===== src/rtl/capp_tag_resolver.sv =====
// Tag register and multiple-response resolver for the CAPP cell array.
// Captures match lines as word tags and steps through responders lowest-index first.
module capp_tag_resolver #(
  parameter int WORDS = 100,
  parameter int IDXW  = $clog2(WORDS),
  parameter int CNTW  = $clog2(WORDS + 1)
) (
  input  logic             CLK,
  input  logic             RST,
  input  logic [WORDS-1:0] match_lines,
  input  logic             set,
  input  logic             load,
  input  logic             and_load,
  input  logic             select_first,
  input  logic             next,
  output logic [WORDS-1:0] tag_wires,
  output logic             some_tag,
  output logic [IDXW-1:0]  first_idx,
  output logic [CNTW-1:0]  resp_count,
  output logic             done
);

  logic [WORDS-1:0] r_tags;
  logic             r_done;

  logic [WORDS-1:0] w_lowest;
  logic [WORDS-1:0] w_cleared;
  logic             w_some;
  logic             w_single;
  logic [IDXW-1:0]  w_first;
  logic [CNTW-1:0]  w_count;

  // Two's-complement tricks: x & -x isolates the lowest set bit,
  // x & (x-1) clears it. Both yield 0 when x is 0.
  always_comb begin
    w_lowest  = r_tags & (~r_tags + WORDS'(1));
    w_cleared = r_tags & (r_tags - WORDS'(1));
    w_some    = |r_tags;
    w_single  = w_some && (w_cleared == '0);
  end

  always_comb begin
    w_first = '0;
    for (int i = WORDS - 1; i >= 0; i--) begin
      if (r_tags[i]) w_first = IDXW'(i);
    end
  end

  always_comb begin
    w_count = '0;
    for (int i = 0; i < WORDS; i++) begin
      w_count = w_count + CNTW'(r_tags[i]);
    end
  end

  always_ff @(posedge CLK) begin
    if (RST) begin
      r_tags <= '0;
      r_done <= 1'b0;
    end else begin
      r_done <= 1'b0;
      if (set) begin
        r_tags <= '1;
      end else if (load) begin
        r_tags <= match_lines;
      end else if (and_load) begin
        r_tags <= r_tags & match_lines;
      end else if (select_first) begin
        r_tags <= w_lowest;
      end else if (next) begin
        r_tags <= w_cleared;
        r_done <= w_single;
      end
    end
  end

  assign tag_wires  = r_tags;
  assign some_tag   = w_some;
  assign first_idx  = w_first;
  assign resp_count = w_count;
  assign done       = r_done;

endmodule


===== config.mk =====
export PLATFORM = sky130hd
export DESIGN_NAME = capp_tag_resolver
export DESIGN_NICKNAME = d
export VERILOG_FILES = /design/src/rtl/capp_tag_resolver.sv
export SDC_FILE = /design/constraint.sdc
export NUM_CORES = 1
export LEC_CHECK = 0
export BUFFER_PORTS_ARGS = -buffer_cell sky130_fd_sc_hd__buf_2
export CAP_MARGIN = 40
export CELL_PAD_IN_SITES_DETAIL_PLACEMENT = 2
export CELL_PAD_IN_SITES_GLOBAL_PLACEMENT = 2
export CORE_MARGIN = 3
export CORE_UTILIZATION = 35
export CTS_CLUSTER_DIAMETER = 40
export DETAILED_ROUTE_END_ITERATION = 12
export MAX_ROUTING_LAYER = met4
export PLACE_DENSITY_LB_ADDON = 0.1
export SLEW_MARGIN = 20
export SYNTH_ARGS = -nofsm -noshare
export SYNTH_HDL_FRONTEND = slang
export SYNTH_SLANG_ARGS = --single-unit

===== constraint.sdc =====
create_clock -name CLK -period 11.12 [get_ports CLK]
set_input_delay 1.668 -clock CLK [delete_from_list [all_inputs] [get_ports CLK]]
set_output_delay 1.668 -clock CLK [all_outputs]
set_load 0.1 [all_outputs]

==> impl_metrics.ini, run 1 <==
[outcome]
outcome = complete, no violations

[sta]
layout_worst_path_cycle_share = 0.872
final-setup-viol-count = 0
totalNegativeSetupSlack_ps = 0
slew_headroom = 0.378
grt_setup_unrepaired = false
timing.final.crit_period_ps = 9700
final_hold_viol_count = 0
final_max_slew_viol_count = 0
skew_final_ps = 14.2
max_clock_freq_mhz = 103
worstMarginPinSlew_ps = 932
worst_setup_slack_final_ps = 1420

[placed_design]
place.detailed.instances = 2232
numPortBuffers = 222
gpl.final_weighted_congestion = 1.08
dpl_worst_slack_ps = 1890
hpwl_mm = 61.2

[die]
effective_utilization_at_floorplan = 0.360
core_mm2 = 0.0329
fp.dieW_um = 190
die_extent_in_y_um = 190
fp.dieArea_mm2 = 0.0361
rows = 66
top_level_ports = 223

[global_route]
gr-usage-all-layers = 0.445
grt_max_degree = 69
vias_in_the_first_global_route = 16200
grt_antenna_before_repair = 2
grt_remaining_overflow = 0
grt_first_pass_wirelength_mm = 115

[cts]
cts_inserted_buffers = 9
hold_buf_count_cts = 0
insertion_delay_ps = 400
tritoncts_num_sinks = 101
max-clock-path-buffers = 2
clock-root-buffer = clkbuf_16
tritoncts = built
cts_htree_levels = 3
cts.reportedPaths.clkPinSlew_ps = 80
cts_setup_buffers = 0
post_cts.resized_instances = 0

[synth]
synth.ff_latch_count = 101
post_synth.cell_area_avg_um2 = 7.23
synthesis.yosys.warnings = 0
synth_edf_count = 0
synth.net_count = 1859
async_reset_ff_frac = 0
synth.most_common_cell = inv_1
syn_area_mm2 = 0.0119
seq_area_frac_synth = 0.170
yosys.cell_types.count = 76
netlist_top_cells_count = inv_1, nor2_1, a21oi_1
yosysTopAreaCell = dfxtp_1
ys.flop_type = dfxtp_1
synth_top_area_frac = 0.170
synth_cells = 1641
yosys-top-cells-area = dfxtp_1, fa_1, a21oi_1, inv_1, o21ai_0

[route]
vias = 15300
postRouteAntennaNets = 0
firstDrtPassIters = 5
drc_errors = 0
drt-wirelength-per-cell_um = 35.1
drt-vias-per-instance = 6.80
totalWireLength_mm = 79.2
number_of_drc_violations_after_detailed_routing_iteration_0 = 1561

[worst_setup_path]
worstPathArrival_ps = 8030
timing.critical_path.to_type = output port
timing.reg2reg.setup_slack_ps = 6170
start_kind = flop
critical_path.max_fanout = 11
cp_data_required_time_ps = 9450
worstSetupPathType = reg2out

[finish]
drive_above_1_share = 0.189
layout.nets = 2024
final_cell_count_no_fill = 2255
syn_to_final_growth_pct = 16.6
num-fill-cells = 3915

[run]
max_capacitance_violation_count = 0

[worst_hold_path]
worst_hold_path_type = reg2reg
-- state kept, by name (all words and copies together), names as in the netlist --
signal and flops:
tag_wires 100, done 1
-- cells by family after synthesis --
logic type,share of synthesized area
simple gates,0.246
compound gates,0.266
buf+inv,0.102
fa+ha+maj,0.173
flops,0.170
xor+xnor,0.0391
mux,0.00348
-- routing by layer --
metal,GRT usage,up-vias,wire (um),part of all wire
li1,-,6240,-,-
met1,0.563,7794,31500,0.40
met2,0.682,994,35800,0.45
met3,0.0943,295,7210,0.091
met4,0.207,0,4710,0.059
met5,-,-,0,0
-- path summary, 6_finish.rpt --
path / start / end / depth (start not counted)
max: tag_wires[35] / resp_count[6] / 23
min: tag_wires[5] / tag_wires[5] / 2
max reg2reg: tag_wires[9] / done / 9
min reg2reg: tag_wires[5] / tag_wires[5] / 2
-- worst max-delay path, stage by stage, from the launching register on --
cell and delay, ps:
dfxtp_1 580, inv_1 200, fa_1 710, fa_1 470, fa_1 550, inv_1 90, fa_1 510, inv_1 60
fa_1 480, fa_1 550, fa_1 440, fa_1 570, fa_1 430, inv_1 100, ha_1 180, inv_1 60
fa_1 410, inv_1 80, a21oi_1 60, o21bai_1 200, a21o_1 160, a21oi_1 90, xnor2_1 170, buf_2 460
-- layout make-up --
cell class,instances,area (um^2),area share
Inverter,171,642,0.0464
Timing Repair Buffer,282,1600,0.116
Multi-Input combinational cell,1241,8670,0.627
Clock inverter,5,109,0.00787
Sequential cell,101,2020,0.146
Antenna cell,3,7.51,0.000543
Tap cell,442,553,0.0400
Clock buffer,10,229,0.0166
-- through the flow --
step	utilization	area [um^2]	hold WS (ps)
floorplan	-	11900	940
global placement	0.405	13300	567
detailed placement	0.407	13400	594
CTS	0.418	13800	612
global route	0.420	13800	665
finish	0.420	13800	618
-- layout by cell type, fill, tap and decap left out, types with 8 or more instances in the layout --
| cell type | n |
|---|---|
| a21oi_1 | 148 |
| buf_2 | 228 |
| nand2_1 | 126 |
| buf_4 | 46 |
| xnor2_1 | 52 |
| a22oi_1 | 8 |
| inv_1 | 170 |
| o31ai_1 | 10 |
| nor4_1 | 65 |
| nor3_1 | 59 |
| or2_2 | 16 |
| a211oi_1 | 36 |
| a31oi_1 | 8 |
| a221oi_1 | 56 |
| fa_1 | 88 |
| nand3_1 | 44 |
| nand4_1 | 33 |
| or3_1 | 11 |
| o21ai_0 | 125 |
| clkbuf_16 | 9 |
| or4_1 | 16 |
| nor2_1 | 161 |
| a311oi_1 | 11 |
| o22ai_1 | 9 |
| dfxtp_1 | 101 |
| ha_1 | 23 |
Power of run 1 is left out: the tool's default activity adds up to more than one toggle a clock period on the data nets, which glitch-free logic cannot reach.
==> run 2, diff against run 1 <==
--- a/config.mk
+++ b/config.mk
@@ -11,6 +11,7 @@
 export CELL_PAD_IN_SITES_GLOBAL_PLACEMENT = 2
 export CORE_MARGIN = 3
 export CORE_UTILIZATION = 35
+export CTS_BUF_LIST = sky130_fd_sc_hd__clkbuf_4 sky130_fd_sc_hd__clkbuf_8
 export CTS_CLUSTER_DIAMETER = 40
 export DETAILED_ROUTE_END_ITERATION = 12
 export MAX_ROUTING_LAYER = met4
==> run 2 against run 1 <==
- clock-buffer cell count unchanged
- register-to-register slack gained 80 ps
- cell count unchanged
- die area stayed put
- global-route usage hardly changed
- critical path type unchanged
- critical endpoint unchanged
- via count is 0.48% lower
- first-iteration DRC count up 9.7%
- worst hold slack worse by 7.0 ps
- routed wire length is 0.21% higher
==> impl_metrics.ini, run 2 (synthesis gave the netlist of run 1 again) <==
[finish]
postLayoutCoreUtil = 0.416
largest_reg_flops = 100
layout_common_cells = buf_2, inv_1, nor2_1
syn_to_final_growth_pct = 15.6
num-fill-cells = 3904
layout.nets = 2023
mostFrequentLayoutCell = buf_2
drive_above_1_share = 0.189

[worst_setup_path]
crit-reg2reg-launch = tag_wires[0]
start_kind = flop
worstPathArrival_ps = 8240
cp_data_required_time_ps = 9450
slowest_delay_ps = 730
critPathSlowestCell = fa_1
critical_path.max_fanout = 11
worst_path_most_repeated_cell = fa_1
critical_path.cell_chain = inv_1 -> fa_1 -> fa_1 -> fa_1 -> inv_1 -> fa_1 -> inv_1 -> fa_1 -> inv_1 -> fa_1 -> fa_1 -> fa_1 -> fa_1 -> inv_1 -> fa_1 -> inv_1 -> a21oi_1 -> o21bai_1 -> a21o_1 -> a21oi_1 -> xnor2_1 -> buf_2
timing.reg2reg.setup_slack_ps = 6250
worstSetupPathType = reg2out
cp-startpoint = tag_wires[35]
timing.critical_path.to_type = output port

[cts]
cts_htree_levels = 3
tritoncts_num_sinks = 101
tritoncts = built
cts.reportedPaths.clkPinSlew_ps = 120
cts_inserted_buffers = 9
max-clock-path-buffers = 2
insertion_delay_ps = 470
cts_setup_buffers = 0
hold_buf_count_cts = 0
clock-root-buffer = clkbuf_8
post_cts.resized_instances = 0

[global_route]
vias_in_the_first_global_route = 16200
grt_first_pass_wirelength_mm = 114
gr-usage-all-layers = 0.445
grt_max_degree = 69
grt_antenna_before_repair = 4
grt_remaining_overflow = 0

[sta]
grt_setup_unrepaired = false
timing.final.crit_period_ps = 9910
worstMarginPinSlew_ps = 929
layout_worst_path_cycle_share = 0.891
totalNegativeSetupSlack_ps = 0
final_max_slew_viol_count = 0
skew_final_ps = 24.3
slew_headroom = 0.375
final-setup-viol-count = 0
max_clock_freq_mhz = 101
final_hold_viol_count = 0

[route]
drc_errors = 0
drt-wirelength-per-cell_um = 35.2
vias = 15300
drt-vias-per-instance = 6.76
number_of_drc_violations_after_detailed_routing_iteration_0 = 1712
firstDrtPassIters = 5
postRouteAntennaNets = 0
totalWireLength_mm = 79.4

[placed_design]
gpl.final_weighted_congestion = 1.08
hpwl_mm = 61.2
numPortBuffers = 222

[die]
effective_utilization_at_floorplan = 0.360
die_extent_in_y_um = 190
fp.dieArea_mm2 = 0.0361
fp.dieW_um = 190
top_level_ports = 223
core_mm2 = 0.0329
rows = 66

[worst_hold_path]
worst_hold_path_type = reg2reg
min_from = tag_wires[5]

[outcome]
outcome = complete, no violations

[run]
max_capacitance_violation_count = 0
run 2: final cells by class:
type | instances | area (um^2) | share of cell area
Clock inverter | 5 | 109 | 0.00794
Multi-Input combinational cell | 1241 | 8670 | 0.632
Antenna cell | 4 | 10.0 | 0.000730
Tap cell | 442 | 553 | 0.0403
Inverter | 171 | 642 | 0.0468
Timing Repair Buffer | 281 | 1580 | 0.115
Clock buffer | 10 | 131 | 0.00958
Sequential cell | 101 | 2020 | 0.147
run 2: critical path: cells and delay by family (launching register included):
kind / cells / cell delay, ps
compound gates: 4 / 550
xor+xnor: 1 / 170
fa+ha+maj: 10 / 5330
buf+inv: 7 / 1130
flops: 1 / 590
run 2: stage by stage:
stage	area, um^2	setup WS, ps	hold slack, ps	instances
2_1_floorplan	11900	951	940	1641
3_3_place_gp	13300	2370	567	2221
3_5_place_dp	13400	1890	594	2232
4_1_cts	13700	1250	613	2247
5_1_grt	13700	910	671	2255
6_report	13700	1210	611	2255
run 2: worst paths after layout:
path,depth (start not counted),endpoint
max,22,resp_count[6]
min,2,tag_wires[5]
max reg2reg,11,done
min reg2reg,2,tag_wires[5]
run 2: metal layers:
metal | wire (um) | track usage | vias to the layer above
met5 | 0 | - | -
met4 | 4360 | 0.220 | 0
met3 | 6940 | 0.0978 | 246
met2 | 36100 | 0.681 | 922
met1 | 32000 | 0.556 | 7845
li1 | - | - | 6237
Power of run 2 is left out for the same reason.
